File: src/rtl/round_judge_if.sv
// Round judge bus: round request, buttons in; lamp, status and results out.
interface round_judge_if;
  logic       roundStart;
  logic       btn1;
  logic       btn2;
  logic       target;
  logic       busy;
  logic [1:0] b1;
  logic [1:0] b2;
  logic       startCalc;

  modport master (
    output roundStart, btn1, btn2,
    input  target, busy, b1, b2, startCalc
  );

  modport slave (
    input  roundStart, btn1, btn2,
    output target, busy, b1, b2, startCalc
  );
endinterface

File: src/rtl/round_judge.sv
// Reaction round judge: WAIT then LIT phase, early press = miss, lit press = hit.
// Optional BTN_SYNC_EN adds a 2-flop button synchronizer (3-cycle judge latency).
module round_judge #(
  parameter int unsigned DELAY_CYCLES = 100000000,
  parameter int unsigned LIT_CYCLES   = 50000000
) (
  input logic         clk,
  input logic         rst,
  round_judge_if.slave bus
);

  typedef enum logic [1:0] {
    IDLE,
    WAIT,
    LIT,
    REPORT
  } state_t;

  localparam logic [31:0] DLAST = 32'(DELAY_CYCLES - 1);
  localparam logic [31:0] LLAST = 32'(LIT_CYCLES - 1);

  localparam logic [1:0] MISS   = 2'd0;
  localparam logic [1:0] HIT    = 2'd1;
  localparam logic [1:0] NOPRES = 2'd2;

  state_t      state;
  logic [31:0] cnt;
  logic [1:0]  lat;
  logic [1:0]  res [2];
  logic        tgt;
  logic        bsy;
  logic        sc;

  logic [1:0] raw;
  logic [1:0] hist;
  logic [1:0] armed;
  logic [1:0] ev;

  assign raw = {bus.btn2, bus.btn1};

`ifdef BTN_SYNC_EN
  logic [1:0] s1;
  logic [1:0] s2;
  logic [1:0] evq;

  // armed blocks a level held through reset from looking like a press
  always_ff @(posedge clk) begin
    if (rst) begin
      s1    <= '0;
      s2    <= '0;
      hist  <= '0;
      armed <= '0;
      evq   <= '0;
    end else begin
      s1    <= raw;
      s2    <= s1;
      hist  <= s2;
      armed <= armed | ~s2;
      evq   <= s2 & ~hist & armed;
    end
  end

  assign ev = evq;
`else
  always_ff @(posedge clk) begin
    if (rst) begin
      hist  <= '0;
      armed <= '0;
    end else begin
      hist  <= raw;
      armed <= armed | ~raw;
    end
  end

  assign ev = raw & ~hist & armed;
`endif

  always_ff @(posedge clk) begin
    if (rst) begin
      state  <= IDLE;
      cnt    <= '0;
      lat    <= '0;
      res[0] <= NOPRES;
      res[1] <= NOPRES;
      tgt    <= 1'b0;
      bsy    <= 1'b0;
      sc     <= 1'b0;
    end else begin
      sc <= 1'b0;
      if (state == WAIT || state == LIT) begin
        for (int i = 0; i < 2; i++) begin
          if (ev[i] && !lat[i]) begin
            lat[i] <= 1'b1;
            res[i] <= (state == LIT) ? HIT : MISS;
          end
        end
      end
      unique case (state)
        IDLE: begin
          if (bus.roundStart) begin
            state  <= WAIT;
            cnt    <= '0;
            lat    <= '0;
            res[0] <= NOPRES;
            res[1] <= NOPRES;
            bsy    <= 1'b1;
          end
        end
        WAIT: begin
          if (cnt == DLAST) begin
            state <= LIT;
            cnt   <= '0;
            tgt   <= 1'b1;
          end else begin
            cnt <= cnt + 32'd1;
          end
        end
        LIT: begin
          if (cnt == LLAST) begin
            state <= REPORT;
            cnt   <= '0;
            tgt   <= 1'b0;
            sc    <= 1'b1;
          end else begin
            cnt <= cnt + 32'd1;
          end
        end
        REPORT: begin
          state <= IDLE;
          bsy   <= 1'b0;
        end
        default: state <= IDLE;
      endcase
    end
  end

  assign bus.target    = tgt;
  assign bus.busy      = bsy;
  assign bus.startCalc = sc;
  assign bus.b1        = res[0];
  assign bus.b2        = res[1];

endmodule

File: src/flat_wrapper.sv
// flat-port wrapper written by rule: the top's interface ports become plain ports
module round_judge_flat 
#(
  parameter int unsigned DELAY_CYCLES = 100000000,
  parameter int unsigned LIT_CYCLES   = 50000000
)
  (clk, rst, bus_roundStart, bus_btn1, bus_btn2, bus_target, bus_busy, bus_b1, bus_b2, bus_startCalc);
  round_judge_if bus_i ();
  input logic clk;
  input logic rst;
  input wire logic [$bits(bus_i.roundStart)-1:0] bus_roundStart;
  input wire logic [$bits(bus_i.btn1)-1:0] bus_btn1;
  input wire logic [$bits(bus_i.btn2)-1:0] bus_btn2;
  output wire logic [$bits(bus_i.target)-1:0] bus_target;
  output wire logic [$bits(bus_i.busy)-1:0] bus_busy;
  output wire logic [$bits(bus_i.b1)-1:0] bus_b1;
  output wire logic [$bits(bus_i.b2)-1:0] bus_b2;
  output wire logic [$bits(bus_i.startCalc)-1:0] bus_startCalc;
  assign bus_i.roundStart = bus_roundStart;
  assign bus_i.btn1 = bus_btn1;
  assign bus_i.btn2 = bus_btn2;
  assign bus_target = bus_i.target;
  assign bus_busy = bus_i.busy;
  assign bus_b1 = bus_i.b1;
  assign bus_b2 = bus_i.b2;
  assign bus_startCalc = bus_i.startCalc;
  round_judge #(.DELAY_CYCLES(DELAY_CYCLES), .LIT_CYCLES(LIT_CYCLES)) u_core (.clk(clk), .rst(rst), .bus(bus_i));
endmodule
File: config.mk
export PLATFORM = sky130hd
export DESIGN_NAME = round_judge_flat
export DESIGN_NICKNAME = d
export VERILOG_FILES = /design/src/rtl/round_judge_if.sv /design/src/rtl/round_judge.sv /design/src/flat_wrapper.sv
export SDC_FILE = /design/constraint.sdc
export NUM_CORES = 1
export LEC_CHECK = 0
export ABC_AREA = 1
export BUFFER_PORTS_ARGS = -buffer_cell sky130_fd_sc_hd__buf_2
export CAP_MARGIN = 0
export CORE_MARGIN = 3
export CORE_UTILIZATION = 40
export DETAILED_ROUTE_END_ITERATION = 12
export SLEW_MARGIN = 20
export SYNTH_ARGS = -nofsm -noshare
export SYNTH_HDL_FRONTEND = slang
export SYNTH_SLANG_ARGS = --single-unit
File: constraint.sdc
create_clock -name clk -period 5.1 [get_ports clk]
set_clock_uncertainty 0.15 [all_clocks]
set_input_delay 0.51 -clock clk [delete_from_list [all_inputs] [get_ports clk]]
set_output_delay 0.51 -clock clk [all_outputs]
set_load 0.05 [all_outputs]
Word level (Yosys, flattened, before mapping)
Memories as Yosys holds them, arrays and structs flattened.
Cells that the tools add are included.

word-level totals
  bits in registers = 43
  output and inout port bits = 7
  bits in writable memories = 4
  memories = 1

cells by class
  equality and inequality tests = 8
  reductions and logical operators = 14
  $add $sub $neg = 1
  bitwise operators = 10
  muxes and demuxes = 38

memories
  name        depth  width  read ports  clocked after Yosys merged registers in  write ports  line               RTL
  u_core.res  2      2      2           0                                        2            round_judge.sv:29  logic [1:0] res [2];

operators with widths
  operator                                          number
  2-to-1 mux 32 bit                                 3
  case mux 32 bit (3 select lines)                  1
  adder 32 x 1 -> 32 bit (second input constant)    1
  == test 32 x 26 -> 1 bit (second input constant)  1
  == test 32 x 27 -> 1 bit (second input constant)  1
  2-to-1 mux 1 bit                                  21
  2-to-1 mux 2 bit                                  10
  case mux 2 bit (4 select lines)                   1
  != test 2 bit (second input constant)             3
  AND reduction 3 bit                               2
  AND 2 bit                                         2
  == test 2 bit (second input constant)             2
  inverter 2 bit                                    2
  bitwise OR 1 bit                                  4
  case mux 1 bit (2 select lines)                   2
  AND reduction 2 bit                               2
  nonzero test 2 bit                                2
  nonzero test 3 bit                                1
  == test 2 x 1 -> 1 bit (second input constant)    1
  logical AND 1 bit                                 2
  logical NOT 1 bit                                 2
  logical NOT 2 bit                                 1
  bitwise OR 2 bit                                  1
  OR reduction 2 bit                                1
  other kinds (2)                                   2

Logic depth before layout (Yosys ltp)
  depth in word-level cells = 10
  depth in mapped cells = 14
  depth with buffers taken out = 12

Least setup slack after synthesis
No wires, ideal clock.

  kind = register to register
  start point = register u_core.state[0]
  end point = memory u_core.res[0][1] (data pin)
  arrival time = 1.565 ns
  stages on the path, launching flop included = 10
  slack = 3.132 ns
  required time = 4.696 ns
  cell sequence = dfxtp_1 inv_1 ha_1 inv_1 nor4_1 nand2_1 o21ai_0 inv_1 nor2_1 inv_1

RTL lines
  item                    line                RTL
  start, declared         round_judge.sv:26   state_t state;
  start signal, assigned  round_judge.sv:80   state <= IDLE;
  start signal, assigned  round_judge.sv:101  state <= WAIT;
  start signal, assigned  round_judge.sv:111  state <= LIT;
  end, declared           round_judge.sv:29

Worst setup path after layout
  start point = register u_core.state[0]
  end point = register u_core.cnt[9]

between the ends
  word-level cells in the longest chain between the ends = 3
  elaborated cells on any way between the ends = 7
  those cells by class = eq/ne (3); mux (1); reduce/logical (3)

RTL lines
  item                                                                  line                RTL
  == test 2 bit, or another cell as far along                           round_judge.sv:98   unique case (state)
  nonzero test 3 bit (no source line) or != test 2 bit (tied branches)  -
  AND reduction 2 bit (no source line)                                  -
  end signal, assigned                                                  round_judge.sv:115  cnt <= cnt + 32'd1;
  end signal, assigned                                                  round_judge.sv:125  cnt <= cnt + 32'd1;
  end, declared                                                         round_judge.sv:27   logic [31:0] cnt;

Parallel ways exist; a longest one is shown, timed or not.
A chain may end at the register's enable or synchronous reset.

==> impl_metrics.csv <==
group,metric,value,unit
routing,drtPass1Iterations,5,
timing,whs,242.7,ps
routing,vias,2685,
global_routing,grt_max_degree,23,
yosys,dominantRegCellSynth,"dfxtp_1",
job,maxCapViolCount,0,
clock_network,cts_tree,"yes",
finish,mostFrequentLayoutCell,"nand2_1",
critical_path,critPathRequiredTime,5140,ps
yosys,syn_avg_cell_area,6.321,um^2
timing,setup_viol,0,
clock_network,cts_made_buffers,5,
die,row_count,29,
clock_network,cts-root-buf,"clkbuf_8",
finish,final_cells,547,
critical_path,critPathLaunchType,"flip-flop",
placement,place_congestion,0.8614,
global_routing,overflow,0,
finish,area_growth,9.051,%
placement,placed_cell_area,0.002924,mm^2
clock_network,holdBufCountCts,0,
finish,design_area,0.003060,mm^2
routing,wire_per_inst,12.22,um
power_and_ir_drop,leakagePower,1.129,nW
clock_network,postCtsSetupBuffers,0,
finish,drive_gt1_share,10.35,%
routing,antenna_left,0,
die,start_util,42.73,%
global_routing,first_global_vias,2547,
finish,diodes,0,
global_routing,antenna_found_initial,0,
clock_network,clk_latency,300,ps
critical_path,critical_path.max_fanout,22,
die,die_x,89.76,um
timing,finalHoldViolCount,0,
timing,rsz0062_at_grt,"false",
global_routing,grt_util_all_layers,17.34,%
yosys,syn-num-nets,455,
clock_network,clock_path_buffers,2,
placement,dp_hpwl,5.059,mm
placement,dp.cells,539,
yosys,yosysSeqAreaShare,34.95,%
finish,nFillCells,672,
global_routing,grt_pass1_wl,11.70,mm
yosys,synth_edf_count,4,
routing,drc,0,
timing,fmax,365.8,MHz
critical_path,crit_path_end_kind,"flip-flop",
clock_network,post_cts_resized,0,
critical_path,cp_data_arrival_time,2770,ps
yosys,synth_warnings,0,
die,design.portCount,12,
clock_network,h-tree-depth,2,
yosys,synthArstFlopShare,0,%
yosys,yosys-top-cells-area,"dfxtp_1 31%, nand2_1 16%, nor2_1 9.8%",
timing,period_minus_slack,2734,ps
yosys,synth_area,0.002806,mm^2
timing,fin_crit_sh,53.61,%
yosys,synth_top_area_share,30.67,%
clock_network,numClockSinks,47,
routing,drt_iter0_drc,192,
yosys,ys_ff_latch,47,
die,core_area,0.006568,mm^2
timing,drv_slew,0,
yosys,yosysTopAreaCell,"dfxtp_1",
clock_network,path_clk_slew,90,ps
yosys,synth_cell_types,31,
outcome,status,"finished, final reports clean",
die,die_h,89.76,um
finish,nets,464,
power_and_ir_drop,total_power,0.001039,W
timing,worstMarginPinSlew,689.8,ps
power_and_ir_drop,power.density,339.5,mW/mm^2
placement,portBuffers,11,
routing,wl,6.686,mm
die,die_area,0.008057,mm^2
routing,vias_per_cell,4.909,
timing,relSlewSlack,53.96,%
power_and_ir_drop,irDropWorstVdd,0.0002614,V
worst_hold_path,hold_path.class,"input pin to flip-flop",
yosys,syn_inst,444,
timing,fin_tns_setup,0,ps
critical_path,crit_type,"flip-flop to flip-flop",
finish,final_cell_mix,"120 x nand2_1, 73 x nor2_1, 61 x inv_1",
[per-layer routing]
layer  global-route usage [%]  part of all wire [%]  vias to the layer above
met3                    2.922                   4.2                        9
met2                    27.57                    45                       66
met4                    5.492                   1.8                        0
met1                    24.01                    49                     1205
li1                         -                     -                     1405
met5                        0                     0                        -
[registers in the layout, summed over array words and instances (netlist names)]
register              flops
u_core.cnt               32
u_core.lat                2
u_core.hist               2
u_core.bus.busy           1
u_core.bus.target         1
u_core.bus.startCalc      1
u_core.armed              2
u_core.state              2
u_core.res                4
[power by group]
part	total, W	switching [W]	internal, W
clock	0.000324	0.000129	0.000195
sequential	0.000409	0.0000120	0.000397
combinational	0.000306	0.000239	0.0000665
total	0.00104	0.000380	0.000659
[synth_stat cells (2+ instances only)]
cell,number
nand4_1,11
inv_2,2
a21oi_1,16
inv_1,61
buf_2,3
nor4_1,2
o21ai_1,3
dfxtp_1,43
nor2_1,73
nor2_2,15
nor3_1,6
edfxtp_1,4
nand2_1,120
nand3_1,44
clkbuf_1,4
o21bai_1,2
nand2_2,6
xor2_1,6
o21ai_0,6
ha_1,6
[worst paths after layout]
check	end	from	cells past startpoint	slack, ps
min	u_core.armed[1]$_SDFF_PP0_	bus_btn2	2	240
min reg2reg	u_core.armed[1]$_SDFF_PP0_	u_core.armed[1]$_SDFF_PP0_	2	310
max	u_core.cnt[9]$_SDFFE_PP0P_	u_core.state[0]$_SDFFE_PP0P_	10	2370
max reg2reg	u_core.cnt[9]$_SDFFE_PP0P_	u_core.state[0]$_SDFFE_PP0P_	10	2370
[cell type report]
type | instances | area (um^2) | area share, %
repair buffers | 11 | 55.05 | 1.799
inverters | 63 | 236.5 | 7.727
clock buffers | 5 | 68.82 | 2.249
multi-input cells | 325 | 1535 | 50.16
flip-flops and latches | 47 | 980.9 | 32.05
well taps | 93 | 116.4 | 3.802
clock inverters | 3 | 67.56 | 2.208
[critical path: stages (launching register included)]
cell and delay, ps:
dfxtp_1 380, inv_1 100, ha_1 240, nand2_1 130
nand2_1 310, inv_1 640, nand2_1 140, nor2_1 200
nand2_1 100, xor2_1 170, nor2_2 50
[cells by family (layout without fill, tap and decap cells)]
group	Yosys count	in the layout	share of synthesized area (%)
buffers and inverters	72	82	10.34
adder cells (fa/ha/maj)	6	6	2.675
AO/OA/AOI/OAI	30	30	5.796
flip-flops	47	47	34.95
XOR/XNOR	7	7	2.185
AND/OR/NAND/NOR	282	282	44.05
[per-stage QoR]
stage	setup slack, ps	utilization [%]
2_1_floorplan	3132	-
3_3_place_gp	2552	44.52
3_5_place_dp	2411	44.52
4_1_cts	2384	46.60
5_1_grt	2030	46.60
6_report	2366	46.60
Power figures use the tool's default switching activity.
